File: src/rtl/hud_hearts_renderer_if.sv
// Heart sprite ROM read bus: the renderer (master) drives the address/enable,
// and the ROM (slave) returns one combinational pixel bit.
interface hud_hearts_renderer_if;
   logic [3:0] sprite_x;
   logic [3:0] sprite_y;
   logic       sprite_en;
   logic       sprite_data;

   modport master (output sprite_x, output sprite_y, output sprite_en, input sprite_data);
   modport slave  (input sprite_x, input sprite_y, input sprite_en, output sprite_data);
endinterface

File: src/rtl/hud_hearts_renderer.sv
// HUD lives display: hit-tests pixels against a row of 15x15 heart slots, reads the
// heart ROM, and owns lives / game-over. Define HUD_HEART_BLINK_EN for the damage blink.
module hud_hearts_renderer #(
   parameter int unsigned MAX_LIVES    = 3,
   parameter int unsigned ORIGIN_X     = 8,
   parameter int unsigned ORIGIN_Y     = 8,
   parameter int unsigned SPACING      = 16,
   parameter int unsigned BLINK_FRAMES = 48,
   parameter int unsigned BLINK_HALF   = 8
) (
   input  logic                  clk,
   input  logic                  rst,
   input  logic                  frame_tick,
   input  logic [9:0]            pix_x,
   input  logic [9:0]            pix_y,
   input  logic                  pix_valid,
   input  logic                  life_lost,
   input  logic                  life_gain,
   input  logic                  game_restart,
   hud_hearts_renderer_if.master rom,
   output logic                  heart_pixel,
   output logic                  heart_valid,
   output logic [2:0]            lives,
   output logic                  game_over
);

`ifdef HUD_HEART_BLINK_EN
   localparam int unsigned CW = $clog2(BLINK_FRAMES + 1);
   localparam int unsigned HW = $clog2(BLINK_HALF + 1);
   typedef enum logic [1:0] {S_IDLE, S_BLINK, S_OVER} state_t;
   logic [CW-1:0] blink_cnt;
   logic [HW-1:0] half_cnt;
   logic          blink_on;
   logic [2:0]    blink_slot;
`else
   typedef enum logic [0:0] {S_IDLE, S_OVER} state_t;
`endif

   state_t     state;
   logic [9:0] relx, rely;
   logic [3:0] dx;
   logic [2:0] slot;
   logic       hit, visible, pv_d1;

   // Slot search by comparing against each slot's constant window; no divider needed.
   always_comb begin
      relx = pix_x - 10'(ORIGIN_X);
      rely = pix_y - 10'(ORIGIN_Y);
      hit  = 1'b0;
      dx   = '0;
      slot = '0;
      for (int unsigned k = 0; k < MAX_LIVES; k++) begin
         if (relx >= 10'(k * SPACING) && relx < 10'(k * SPACING + 15)) begin
            hit  = 1'b1;
            dx   = 4'(relx - 10'(k * SPACING));
            slot = 3'(k);
         end
      end
      hit = hit && pix_valid && (pix_x >= 10'(ORIGIN_X)) &&
            (pix_y >= 10'(ORIGIN_Y)) && (rely < 10'd15);
   end

   always_comb begin
      visible = (slot < lives);
`ifdef HUD_HEART_BLINK_EN
      if (state == S_BLINK && slot == blink_slot && blink_on)
         visible = 1'b1;
`endif
   end

   always_ff @(posedge clk) begin
      if (rst) begin
         rom.sprite_x  <= '0;
         rom.sprite_y  <= '0;
         rom.sprite_en <= 1'b0;
         pv_d1         <= 1'b0;
         heart_valid   <= 1'b0;
         heart_pixel   <= 1'b0;
      end else begin
         rom.sprite_x  <= (hit && visible) ? dx : '0;
         rom.sprite_y  <= (hit && visible) ? rely[3:0] : '0;
         rom.sprite_en <= hit && visible;
         pv_d1         <= pix_valid;
         heart_valid   <= pv_d1;
         heart_pixel   <= rom.sprite_data & rom.sprite_en;
      end
   end

   always_ff @(posedge clk) begin
      if (rst || game_restart) begin
         lives      <= 3'(MAX_LIVES);
         state      <= S_IDLE;
         game_over  <= 1'b0;
`ifdef HUD_HEART_BLINK_EN
         blink_cnt  <= '0;
         half_cnt   <= '0;
         blink_on   <= 1'b0;
         blink_slot <= '0;
`endif
      end else if (state != S_OVER) begin
`ifdef HUD_HEART_BLINK_EN
         // Frame-driven blink progress; a same-cycle life event below overrides it.
         if (state == S_BLINK && frame_tick) begin
            if (half_cnt == HW'(BLINK_HALF - 1)) begin
               half_cnt <= '0;
               blink_on <= ~blink_on;
            end else begin
               half_cnt <= half_cnt + 1'b1;
            end
            if (blink_cnt == CW'(BLINK_FRAMES - 1)) begin
               blink_cnt <= '0;
               state     <= (lives == 3'd0) ? S_OVER : S_IDLE;
               game_over <= (lives == 3'd0);
            end else begin
               blink_cnt <= blink_cnt + 1'b1;
            end
         end
`endif
         if (life_lost && !life_gain && lives != 3'd0) begin
            lives <= lives - 3'd1;
`ifdef HUD_HEART_BLINK_EN
            blink_slot <= lives - 3'd1;
            state      <= S_BLINK;
            blink_cnt  <= '0;
            half_cnt   <= '0;
            blink_on   <= 1'b1;
            game_over  <= 1'b0;
`else
            if (lives == 3'd1) begin
               state     <= S_OVER;
               game_over <= 1'b1;
            end
`endif
         end else if (life_gain && !life_lost) begin
            if (lives < 3'(MAX_LIVES))
               lives <= lives + 3'd1;
`ifdef HUD_HEART_BLINK_EN
            if (state == S_BLINK && lives >= blink_slot) begin
               state     <= S_IDLE;
               game_over <= 1'b0;
            end
`endif
         end
      end
   end

endmodule
File: src/flat_wrapper.sv
// flat-port wrapper written by rule: the top's interface ports become plain ports
module hud_hearts_renderer_flat 
#(
   parameter int unsigned MAX_LIVES    = 3,
   parameter int unsigned ORIGIN_X     = 8,
   parameter int unsigned ORIGIN_Y     = 8,
   parameter int unsigned SPACING      = 16,
   parameter int unsigned BLINK_FRAMES = 48,
   parameter int unsigned BLINK_HALF   = 8
)
  (clk, rst, frame_tick, pix_x, pix_y, pix_valid, life_lost, life_gain, game_restart, heart_pixel, heart_valid, lives, game_over, rom_sprite_x, rom_sprite_y, rom_sprite_en, rom_sprite_data);
  hud_hearts_renderer_if rom_i ();
  input  logic clk;
  input  logic rst;
  input  logic frame_tick;
  input  logic [9:0] pix_x;
  input  logic [9:0] pix_y;
  input  logic pix_valid;
  input  logic life_lost;
  input  logic life_gain;
  input  logic game_restart;
  output logic heart_pixel;
  output logic heart_valid;
  output logic [2:0] lives;
  output logic game_over;
  output wire logic [$bits(rom_i.sprite_x)-1:0] rom_sprite_x;
  output wire logic [$bits(rom_i.sprite_y)-1:0] rom_sprite_y;
  output wire logic [$bits(rom_i.sprite_en)-1:0] rom_sprite_en;
  input wire logic [$bits(rom_i.sprite_data)-1:0] rom_sprite_data;
  assign rom_sprite_x = rom_i.sprite_x;
  assign rom_sprite_y = rom_i.sprite_y;
  assign rom_sprite_en = rom_i.sprite_en;
  assign rom_i.sprite_data = rom_sprite_data;
  hud_hearts_renderer #(.MAX_LIVES(MAX_LIVES), .ORIGIN_X(ORIGIN_X), .ORIGIN_Y(ORIGIN_Y), .SPACING(SPACING), .BLINK_FRAMES(BLINK_FRAMES), .BLINK_HALF(BLINK_HALF)) u_core (.clk(clk), .rst(rst), .frame_tick(frame_tick), .pix_x(pix_x), .pix_y(pix_y), .pix_valid(pix_valid), .life_lost(life_lost), .life_gain(life_gain), .game_restart(game_restart), .rom(rom_i), .heart_pixel(heart_pixel), .heart_valid(heart_valid), .lives(lives), .game_over(game_over));
endmodule
File: config.mk
export PLATFORM = sky130hd
export DESIGN_NAME = hud_hearts_renderer_flat
export DESIGN_NICKNAME = d
export VERILOG_FILES = /design/src/rtl/hud_hearts_renderer_if.sv /design/src/rtl/hud_hearts_renderer.sv /design/src/flat_wrapper.sv
export SDC_FILE = /design/constraint.sdc
export NUM_CORES = 1
export LEC_CHECK = 0
export ABC_AREA = 0
export CORE_MARGIN = 3
export CORE_UTILIZATION = 43
export CTS_CLUSTER_SIZE = 25
export DETAILED_ROUTE_END_ITERATION = 8
export PLACE_DENSITY = 0.83
export SLEW_MARGIN = 0
export SYNTH_ARGS = -nofsm -noshare
export SYNTH_HDL_FRONTEND = slang
export SYNTH_SLANG_ARGS = --single-unit
File: constraint.sdc
create_clock -name clk -period 6.5 [get_ports clk]
set_clock_uncertainty 0.05 [all_clocks]
set_input_delay 1.3 -clock clk [delete_from_list [all_inputs] [get_ports clk]]
set_output_delay 1.3 -clock clk [all_outputs]
set_load 0.02 [all_outputs]
==> results.json, run 1 <==
{
  "grt_start_max_net_pins": 11,
  "ff2ff_setup_slack_ns": 4.59,
  "cpMaxStageDelayCell": "clkdlybuf4s50_1",
  "max_stage_delay_ns": 0.55,
  "syn-instance-count": 95,
  "grt_pass1_wl_um": 3290,
  "worst_slack_ns": 2.36,
  "ys_seq_area_frac": 0.372,
  "reg2reg_depth": 6,
  "start_util": 0.461,
  "cts-htree-levels": 1,
  "antenna_cells": 0,
  "final_common_cell": "clkdlybuf4s50_1",
  "drtIter0Drc": 12,
  "critPathMaxFanout": 10,
  "num_rows": 16,
  "layout_common_cells": "41 x clkdlybuf4s50_1, 17 x dfxtp_1, 11 x inv_1",
  "die_height_um": 52.1,
  "regToRegEndpoint": "u_core.rom.sprite_x[3]$_SDFF_PP0_",
  "status": "finished, final reports clean",
  "clk_latency_ns": 0.29,
  "routed_via_density": 5.06,
  "clkSinkCount": 17,
  "drc": 0,
  "path_class": "in2reg",
  "grt_pass1_vias": 852,
  "tritoncts": "yes",
  "hpwlAfterDp_um": 1660,
  "grt_use_met3": 0.0258,
  "synth_area_sq_um": 915,
  "cts_setup_buffers": 0,
  "path_clk_slew_ns": 0.10,
  "syn_avg_cell_area_sq_um": 9.63,
  "cap_violations": 0,
  "clk_path_buf_depth": 2,
  "dieArea_sq_um": 2720,
  "slew_viol_final": 0,
  "critPathCaptureType": "register",
  "rsz0062_at_grt": "false",
  "drt-pass1-iter-count": 4,
  "core-area_sq_um": 1980,
  "overflow": 0,
  "dp.cells": 163,
  "critPathTopFamily": "compound AO/OA/AOI/OAI gates",
  "yosys_warnings": 0,
  "setup_violations": 0,
  "hold_class": "reg2reg",
  "gp_congestion": 0.819,
  "vias": 845,
  "fin_cells": 167,
  "power_density_nw_per_um2": 149,
  "r2r_start": "u_core.lives[1]$_SDFFE_PP1P_",
  "top_usage_layer": "met2",
  "track_usage": 0.160,
  "finalWirelength_um": 2010,
  "cp.depth": 12,
  "crit_path_cell_trace": "clkdlybuf4s50_1 > inv_1 > ha_1 > nor2_1 > o22ai_1 > a221oi_2 > and3_1 > ha_1 > nand2b_1 > o221ai_2 > a2111oi_4 > and3_1",
  "cts_root_buf": "clkbuf_4",
  "leakage_uw": 0.000586,
  "relSlewSlack": 0.633,
  "cts_resized": 0,
  "period_share": 0.637,
  "fin_tns_setup_ns": 0,
  "ios": 43,
  "port_buffers": 41,
  "syn_to_final_growth_pct": 51.6,
  "grt_use_met1": 0.184,
  "die_width_um": 52.1,
  "antenna_found_initial": 0,
  "grtUsageMet2": 0.282,
  "fmax_mhz": 241,
  "drive_gt1_frac": 0.0714,
  "syn_nets": 131,
  "crit_buf_inv": 2,
  "ant_nets": 0,
  "cts-hold-fix-buffers": 0,
  "required_ns": 6.69,
  "wire_per_inst_um": 12.0,
  "cts_buffers": 3,
  "fin_util": 0.699,
  "critPathLaunch": "pix_x[3]",
  "cp-start-kind": "input pin",
  "vdd_drop_max_uv": 87.6,
  "post-route-min-period_ns": 4.14,
  "yosysUniqueCellTypes": 33,
  "synth-seq-cells": 17,
  "hold_violations": 0,
  "critPathArrivalTime_ns": 4.33,
  "p_total_uw": 207,
  "cp-endpoint": "u_core.rom.sprite_x[3]$_SDFF_PP0_",
  "final_nets": 177,
  "worst_pin_slew_ns": 0.551,
  "place_worst_setup_slack_ns": 2.05
}
## per-stage QoR
| step | hold WS, ns | area (sq um) |
|---|---|---|
| after global routing | 0.426 | 1390 |
| after floorplan | 0.364 | 915 |
| after global placement | 0.369 | 1360 |
| after detailed placement | 0.375 | 1360 |
| final | 0.382 | 1390 |
| after CTS | 0.390 | 1390 |
## kinds of logic (layout without fill, tap and decap cells)
group | after synthesis | count (layout) | share of synthesized area
and+or+nand+nor | 41 | 41 | 0.271
DFF | 17 | 17 | 0.372
AOI/OAI and AO/OA | 13 | 13 | 0.153
buffers and inverters | 11 | 56 | 0.0451
adders and majority gates | 8 | 8 | 0.109
xor gates and xnor gates | 4 | 4 | 0.0383
muxes | 1 | 1 | 0.0109
## worst min path at each step
| stage | start | endpoint | slack [ns] | depth (start not counted) |
|---|---|---|---|---|
| floorplan | u_core.pv_d1$_SDFF_PP0_ | u_core.heart_valid$_SDFF_PP0_ | 0.36 | 1 |
| global placement | u_core.rom.sprite_en$_SDFF_PP0_ | u_core.heart_pixel$_SDFF_PP0_ | 0.37 | 2 |
| detailed placement | u_core.rom.sprite_en$_SDFF_PP0_ | u_core.heart_pixel$_SDFF_PP0_ | 0.37 | 2 |
| CTS | u_core.rom.sprite_en$_SDFF_PP0_ | u_core.heart_pixel$_SDFF_PP0_ | 0.39 | 2 |
| global route | u_core.rom.sprite_en$_SDFF_PP0_ | u_core.heart_pixel$_SDFF_PP0_ | 0.43 | 2 |
| finish | u_core.rom.sprite_en$_SDFF_PP0_ | u_core.heart_pixel$_SDFF_PP0_ | 0.38 | 2 |
## registers in the layout, summed over array words and instances, names as in the netlist
name and count:
u_core.rom.sprite_x 4, u_core.rom.sprite_y 4, u_core.lives 3, u_core.game_over 1, u_core.heart_pixel 1, u_core.heart_valid 1, u_core.pv_d1 1, u_core.rom.sprite_en 1
u_core.state 1
## power by group
| group | internal (uW) | total, uW | switching, uW |
|---|---|---|---|
| clock network | 22.9 | 56.7 | 33.7 |
| registers | 106 | 107 | 1.43 |
| logic | 25.1 | 43.3 | 18.2 |
## cell usage after synthesis
master | n | area share
a2111oi_4 | 1 | 0.030
a21bo_2 | 1 | 0.011
a21oi_1 | 2 | 0.011
a221oi_2 | 1 | 0.016
a32oi_1 | 1 | 0.0096
a41oi_1 | 1 | 0.0096
and2_1 | 1 | 0.0068
and3_1 | 9 | 0.062
and3b_1 | 1 | 0.0096
dfxtp_1 | 17 | 0.37
ha_1 | 8 | 0.11
inv_1 | 11 | 0.045
mux2i_1 | 1 | 0.011
nand2_1 | 8 | 0.033
nand2b_1 | 2 | 0.014
nand3_1 | 1 | 0.0055
nand4_1 | 1 | 0.0068
nand4b_1 | 2 | 0.019
nor2_1 | 4 | 0.016
nor2b_1 | 4 | 0.027
nor3_1 | 1 | 0.0055
nor4b_1 | 4 | 0.038
o211ai_1 | 1 | 0.0082
o21a_1 | 1 | 0.0082
o221ai_2 | 1 | 0.016
o22ai_1 | 1 | 0.0068
o311ai_2 | 1 | 0.018
o31ai_1 | 1 | 0.0082
or3_1 | 1 | 0.0068
or4_1 | 1 | 0.0082
or4_4 | 1 | 0.012
xnor2_1 | 2 | 0.019
xor2_1 | 2 | 0.019
## per-layer routing
metal  wire length [um]  vias to the layer above
li1                   -                      433
met1                831                      384
met2               1060                       23
met3                 87                        5
met4                 31                        0
met5                  0                        -
## final cells by class
type | instances | area [sq um]
fillers | 165 | 596
multi-input cells | 67 | 533
repair buffers | 41 | 410
flip-flops and latches | 17 | 340
inverters | 11 | 41.3
well taps | 27 | 33.8
clock buffers | 3 | 22.5
clock inverters | 1 | 5.00
## worst reg2reg max path, stage by stage, from the launching register on
cell and delay, ns:
dfxtp_1 0.40, inv_1 0.11, ha_1 0.32, nand2b_1 0.09, o221ai_2 0.11, a2111oi_4 0.55
and3_1 0.22
(Power assumes the default switching activity.)
==> run 2: changes to the inputs <==
--- a/config.mk
+++ b/config.mk
@@ -7,10 +7,10 @@
 export LEC_CHECK = 0
 export ABC_AREA = 0
 export CORE_MARGIN = 3
-export CORE_UTILIZATION = 43
+export CORE_UTILIZATION = 36
 export CTS_CLUSTER_SIZE = 25
 export DETAILED_ROUTE_END_ITERATION = 8
-export PLACE_DENSITY = 0.83
+export PLACE_DENSITY = 0.75
 export SLEW_MARGIN = 0
 export SYNTH_ARGS = -nofsm -noshare
 export SYNTH_HDL_FRONTEND = slang
==> constraint.sdc (replaced) <==
create_clock -name clk -period 3.35 [get_ports clk]
set_clock_uncertainty 0.05 [all_clocks]
set_input_delay 0.67 -clock clk [delete_from_list [all_inputs] [get_ports clk]]
set_output_delay 0.67 -clock clk [all_outputs]
set_load 0.02 [all_outputs]
==> run 2 against run 1 <==
Net effect:
- via count is 4.6% higher
- sequential share of layout area is 1.1 points lower
- sequential power is 94% higher
- total power is 97% higher
- critical path depth is 1 higher
- non-clock buffer count is 9 higher
- sequential cell count stayed put
==> results.json, run 2 (same netlist as run 1, synthesis figures left out) <==
{
  "rsz0062_at_grt": "false",
  "p_total_uw": 408,
  "p_seq_frac": 0.509,
  "clkSinkCount": 17,
  "drc": 0,
  "cts_setup_buffers": 0,
  "routed_via_density": 4.99,
  "drt-pass1-iter-count": 4,
  "clk_path_buf_depth": 2,
  "whs_ns": 0.386,
  "fmax_mhz": 317,
  "leakage_uw": 0.000627,
  "cts_root_buf": "clkbuf_4",
  "die_height_um": 56.4,
  "hold_depth": 2,
  "status": "finished, final reports clean",
  "r2r_start": "u_core.lives[1]$_SDFFE_PP1P_",
  "start_util": 0.394,
  "reg2reg_depth": 7,
  "syn_to_final_growth_pct": 59.0,
  "ff2ff_setup_slack_ns": 1.47,
  "cts_buffers": 3,
  "path_class": "in2reg",
  "vdd_drop_max_uv": 197,
  "track_usage": 0.146,
  "p_sw_uw": 102,
  "cts-htree-levels": 1,
  "overflow": 0,
  "wire_per_inst_um": 12.6,
  "grt_start_max_net_pins": 10,
  "cts-hold-fix-buffers": 0,
  "clk_latency_ns": 0.29,
  "tritoncts": "yes",
  "vias": 884,
  "die_width_um": 56.4,
  "fill_cells": 222,
  "fin_tns_setup_ns": 0,
  "finalWirelength_um": 2240,
  "clkPwrFrac": 0.266,
  "post_dp_cell_area_sq_um": 1430,
  "crit_path_cell_trace": "clkdlybuf4s50_1 > inv_1 > ha_1 > and3b_1 > o22ai_1 > a221oi_2 > and3_1 > ha_1 > nand2b_1 > o221ai_2 > a2111oi_4 > buf_4 > and3_1",
  "hold_class": "reg2reg",
  "hpwlAfterDp_um": 1810,
  "dieArea_sq_um": 3180,
  "hold_end": "u_core.heart_pixel$_SDFF_PP0_",
  "core-area_sq_um": 2320,
  "cap_violations": 0,
  "hold_violations": 0,
  "path_clk_slew_ns": 0.10,
  "critPathArrivalTime_ns": 3.34,
  "gp_congestion": 0.839,
  "cpMaxStageDelayCell": "clkdlybuf4s50_1",
  "antenna_cells": 0,
  "worst_pin_slew_ns": 0.406,
  "final_nets": 186,
  "layout_common_cells": "41 x clkdlybuf4s50_1, 17 x dfxtp_1, 11 x inv_1",
  "num_rows": 17,
  "regToRegEndpoint": "u_core.rom.sprite_y[1]$_SDFF_PP0_",
  "critPathTopFamily": "compound AO/OA/AOI/OAI gates",
  "max_stage_delay_ns": 0.47,
  "drive_gt1_frac": 0.121,
  "critPathMaxFanout": 9,
  "required_ns": 3.53,
  "top_regs": "u_core.rom.sprite_x: 4 flops, u_core.rom.sprite_y: 4 flops, u_core.lives: 3 flops",
  "relSlewSlack": 0.726,
  "antenna_found_initial": 0,
  "finish.instance_area_sq_um": 1450,
  "ant_nets": 0,
  "ios": 43,
  "critPathCaptureType": "register",
  "switching_share": 0.250,
  "setup_violations": 0,
  "power_density_nw_per_um2": 280,
  "drtIter0Drc": 15,
  "p_comb_frac": 0.224,
  "hold_start": "u_core.rom.sprite_en$_SDFF_PP0_",
  "grt_pass1_vias": 852,
  "port_buffers": 41,
  "post-route-min-period_ns": 3.16,
  "slew_viol_final": 0,
  "cts_resized": 0,
  "cp-start-kind": "input pin",
  "final_common_cell": "clkdlybuf4s50_1",
  "p_int_uw": 306,
  "grt_pass1_wl_um": 3640,
  "period_share": 0.943,
  "crit_buf_inv": 3
}
run 2: changes by cell type in the layout (fill, tap and decap cells not counted), sizes merged:
cell    previous run  this run
buf                0         9
clkinv             1         0
clkbuf             3         4
run 2: layout make-up:
| type | instances | area, sq um | area share |
|---|---|---|---|
| inverter | 11 | 41.3 | 0.0284 |
| tap | 28 | 35.0 | 0.0241 |
| clock buffer | 4 | 26.3 | 0.0181 |
| sequential | 17 | 340 | 0.234 |
| timing repair buffer | 50 | 478 | 0.329 |
| multi-input combinational | 67 | 533 | 0.367 |
run 2: worst register-to-register path: stages (launching register included):
cell and delay (ns):
dfxtp_1 0.41, inv_1 0.11, ha_1 0.32, nand2b_1 0.09, o221ai_2 0.12, a2111oi_4 0.36, buf_4 0.20, and3_1 0.17
run 2: worst max path at each step:
stage / depth (start not counted) / to / slack (ns) / from
floorplan: 8 / u_core.rom.sprite_x[0]$_SDFF_PP0_ / 0.39 / pix_x[4]
global placement: 10 / u_core.rom.sprite_y[0]$_SDFF_PP0_ / -0.01 / pix_x[3]
detailed placement: 13 / u_core.rom.sprite_y[1]$_SDFF_PP0_ / -0.11 / pix_x[3]
CTS: 13 / u_core.rom.sprite_y[1]$_SDFF_PP0_ / 0.18 / pix_x[3]
global route: 13 / u_core.rom.sprite_y[1]$_SDFF_PP0_ / 0.004 / pix_x[3]
finish: 13 / u_core.rom.sprite_y[1]$_SDFF_PP0_ / 0.19 / pix_x[3]
run 2: through the flow:
stage          setup WS [ns]   util  cells
6_report               0.192  0.627    177
5_1_grt              0.00421  0.627    177
2_1_floorplan          0.388      -     95
4_1_cts                0.182  0.627    177
3_3_place_gp         -0.0111  0.616    173
3_5_place_dp          -0.109  0.616    173
run 2: power by group through the flow:
stage	registers (uW)	logic [uW]	clock network [uW]
floorplan	215	34.5	0
global placement	212	89.1	0
detailed placement	212	91.0	0
CTS	208	92.2	111
global route	208	100	120
finish	208	91.5	109
run 2: layer usage:
metal  share of wire  global-route usage  vias to the layer above  wire length [um]
met1            0.40               0.160                      400               903
met4           0.019              0.0847                        0                42
met3           0.041              0.0138                        4                91
li1                -                   -                      455                 -
met5               0                   0                        -                 0
met2            0.54               0.267                       25              1200
==> RTL edit (config.mk and constraints of run 2) <==
Add an input register stage for `pix_x`, `pix_y`, `pix_valid`, `life_lost`, `life_gain` and `game_restart`, with the module's reset; this delays them by one clock. The other inputs are not delayed to match.
--- a/src/rtl/hud_hearts_renderer.sv
+++ b/src/rtl/hud_hearts_renderer.sv
@@ -24,6 +24,31 @@
    output logic                  game_over
 );
 
+   logic [9:0] pix_x_q;
+   logic [9:0] pix_y_q;
+   logic pix_valid_q;
+   logic life_lost_q;
+   logic life_gain_q;
+   logic game_restart_q;
+
+   always_ff @(posedge clk) begin
+      if (rst) begin
+         pix_x_q        <= '0;
+         pix_y_q        <= '0;
+         pix_valid_q    <= '0;
+         life_lost_q    <= '0;
+         life_gain_q    <= '0;
+         game_restart_q <= '0;
+      end else begin
+         pix_x_q        <= pix_x;
+         pix_y_q        <= pix_y;
+         pix_valid_q    <= pix_valid;
+         life_lost_q    <= life_lost;
+         life_gain_q    <= life_gain;
+         game_restart_q <= game_restart;
+      end
+   end
+
 `ifdef HUD_HEART_BLINK_EN
    localparam int unsigned CW = $clog2(BLINK_FRAMES + 1);
    localparam int unsigned HW = $clog2(BLINK_HALF + 1);
@@ -44,8 +69,8 @@
 
    // Slot search by comparing against each slot's constant window; no divider needed.
    always_comb begin
-      relx = pix_x - 10'(ORIGIN_X);
-      rely = pix_y - 10'(ORIGIN_Y);
+      relx = pix_x_q - 10'(ORIGIN_X);
+      rely = pix_y_q - 10'(ORIGIN_Y);
       hit  = 1'b0;
       dx   = '0;
       slot = '0;
@@ -56,8 +81,8 @@
             slot = 3'(k);
          end
       end
-      hit = hit && pix_valid && (pix_x >= 10'(ORIGIN_X)) &&
-            (pix_y >= 10'(ORIGIN_Y)) && (rely < 10'd15);
+      hit = hit && pix_valid_q && (pix_x_q >= 10'(ORIGIN_X)) &&
+            (pix_y_q >= 10'(ORIGIN_Y)) && (rely < 10'd15);
    end
 
    always_comb begin
@@ -80,14 +105,14 @@
          rom.sprite_x  <= (hit && visible) ? dx : '0;
          rom.sprite_y  <= (hit && visible) ? rely[3:0] : '0;
          rom.sprite_en <= hit && visible;
-         pv_d1         <= pix_valid;
+         pv_d1         <= pix_valid_q;
          heart_valid   <= pv_d1;
          heart_pixel   <= rom.sprite_data & rom.sprite_en;
       end
    end
 
    always_ff @(posedge clk) begin
-      if (rst || game_restart) begin
+      if (rst || game_restart_q) begin
          lives      <= 3'(MAX_LIVES);
          state      <= S_IDLE;
          game_over  <= 1'b0;
@@ -116,7 +141,7 @@
             end
          end
 `endif
-         if (life_lost && !life_gain && lives != 3'd0) begin
+         if (life_lost_q && !life_gain_q && lives != 3'd0) begin
             lives <= lives - 3'd1;
 `ifdef HUD_HEART_BLINK_EN
             blink_slot <= lives - 3'd1;
@@ -131,7 +156,7 @@
                game_over <= 1'b1;
             end
 `endif
-         end else if (life_gain && !life_lost) begin
+         end else if (life_gain_q && !life_lost_q) begin
             if (lives < 3'(MAX_LIVES))
                lives <= lives + 3'd1;
 `ifdef HUD_HEART_BLINK_EN
Function: changed (Yosys sat finds a counterexample within 4 cycles, from zero or initial values and one cycle with rst high).
==> RTL edit against run 2 <==
- clock power rose to 3.7 times the old value
- cell area increased by 44%
- critical path type is now reg2reg
- core utilization fell by 8.3 points
- sequential cell count is 24 higher
- wire length is 22% higher
- non-clock buffer count decreased by 8
- total power rose to 2.5 times the old value
- die area up 58%
- global-route usage shrank 2.6 points
- worst setup slack better by 440 ps
- count of clock-buffer cells in the layout is 3 higher
- area after synthesis is 66% higher
- maximum frequency rose by 16%
==> RTL edit: results (changes against run 2) <==
* Cells after synthesis at 144 (+52%)
* Post-synth top area share at 54.17% (+17 points)
* Fill cells at 334 (+50%)
* Via density at 4.556 (-8.8%)
* Initial antenna violation count at 0 (unchanged)
* Area of the die at 5023 µm² (+58%)
* DP Area at 1982 µm² (+39%)
* CP arrival at 2900 ps (-440 ps)
* Ys flop type: dfxtp_1
* Router iterations before antenna repair at 4 (unchanged)
* Vias in the first global route at 1,055 (+24%)
* Setup bufs post-CTS at 0 (unchanged)
* Layout Nets at 226 (+22%)
* Global placer's final weighted congestion at 0.7297 (-13%)
* Ys async rst share at 0% (unchanged)
* DPL Wire Length at 2075 µm (+15%)
* Post-synthesis cell type count at 33 (unchanged)
* Largest regs: u_core.pix_x_q: 10 flops, u_core.pix_y_q: 10 flops
* Worst-Margin Slew at 469.9 ps (+64.18 ps)
* Initial DRC count at 27 (+12)
* First-pass GRT wire length at 4712 µm (+29%)
* Leak at 0.8280 nW (+32%)
* Setup-failing EPs final at 0 (unchanged)
* Critical path fanouts, max at 9 (unchanged)
* Worst skew pair latency at 290 ps (about the same)
* Warnings, synthesis at 0 (unchanged)
* CTS Buffer Depth at 2 (unchanged)
* Pin count of the biggest net entering global routing at 29 (+19)
* Hold WC Path Type: reg2reg
* Status: finished, final reports clean
* H-tree levels at 2 (+1)
* Total GRT Usage at 11.94% (-2.6 points)
* Ant diodes at 0 (unchanged)
* Share of layout cells above drive strength 1 at 5.759% (-6.3 points)
* Clock transition at path regs at 70 ps (-30 ps)
* Detailed-route wire length at 2735 µm (+22%)
* Num CTS Buffers at 5 (+2)
* Syn Nets at 180 (+37%)
* VDD IR-drop max at 0.3693 mV (+87%)
* Clock root cell: clkbuf_8
* Largest cells by area after synthesis: dfxtp_1 (54%), nor2b_1 (12%), ha_1 (6.6%), and2_1 (3.3%), inv_1 (2.5%)
* IO Port Bufs at 41 (unchanged)
* Post-synthesis sequential area ratio at 54.17% (+17 points)
* Cts repair resizes at 0 (unchanged)
* Routed wire per std cell at 11.44 µm (-9.5%)
* Synth cell count leaders: dfxtp_1 (41), nor2b_1 (28), inv_1 (10)
## RTL edit: cell count changes after synthesis, sizes merged, moves of 2 or more
cell and delta:
dfxtp +24, nor2b +24, and3 -9, and2 +7
nand2 -4, clkbuf +3, nor4 +3, nor3b +2
nor4b -2, o21ai +2, or4 -2, xnor2 +2
xor2 -2
## RTL edit: path summary, 6_finish.rpt
kind,start,to,slack (ps),depth (start not counted)
worst min register to register,u_core.rom.sprite_en,u_core.heart_pixel,380,2
worst min-delay path,u_core.rom.sprite_en,u_core.heart_pixel,380,2
worst max register to register,u_core.pix_x_q[3],u_core.rom.sprite_y[3],640,11
worst max-delay path,u_core.pix_x_q[3],u_core.rom.sprite_y[3],640,11
## RTL edit: kinds of logic after synthesis
group	Yosys count	share of synthesized area (%)
compound gates	15	6.937
xor+xnor	4	2.312
fa+ha+maj	8	6.606
buf+inv	13	3.221
flops	41	54.17
mux	1	0.7431
simple gates	62	26.01
## RTL edit: where the power goes
group	internal, W	total (W)	leakage, nW	switching, W
Combinational	0.0000623	0.000108	0.432	0.0000452
Clock	0.000243	0.000401	0.0585	0.000159
Sequential	0.000507	0.000519	0.338	0.0000125
## RTL edit: stage by stage
step                      worst slack [ps]  utilization [%]
after global placement               716.3            51.43
after global routing                 401.7            54.45
after CTS                            615.1            54.45
after floorplan                      988.0                -
after detailed placement             649.3            51.43
final                                636.2            54.45
## RTL edit: layer usage
metal	wire, µm	up-vias	GRT usage, %
li1	-	568	-
met1	1224	483	14.13
met2	1299	32	18.64
met3	150	6	4.830
met4	61	0	6.054
met5	0	-	0
## RTL edit: cell type report
type / count / area share (%)
flip-flops and latches: 41 / 39.12
multi-input cells: 90 / 30.77
repair buffers: 42 / 19.92
clock buffers: 7 / 4.114
well taps: 48 / 2.862
inverters: 10 / 1.789
clock inverters: 1 / 1.431
## RTL edit: worst max-delay path, stage by stage, from the launching register on
cell	delay (ps)
dfxtp_1	390
inv_1	80
ha_1	230
inv_1	80
o22ai_1	80
o2bb2ai_1	180
nor4_1	290
ha_1	290
a21oi_1	170
o221ai_1	180
nor4_4	440
and2_1	200
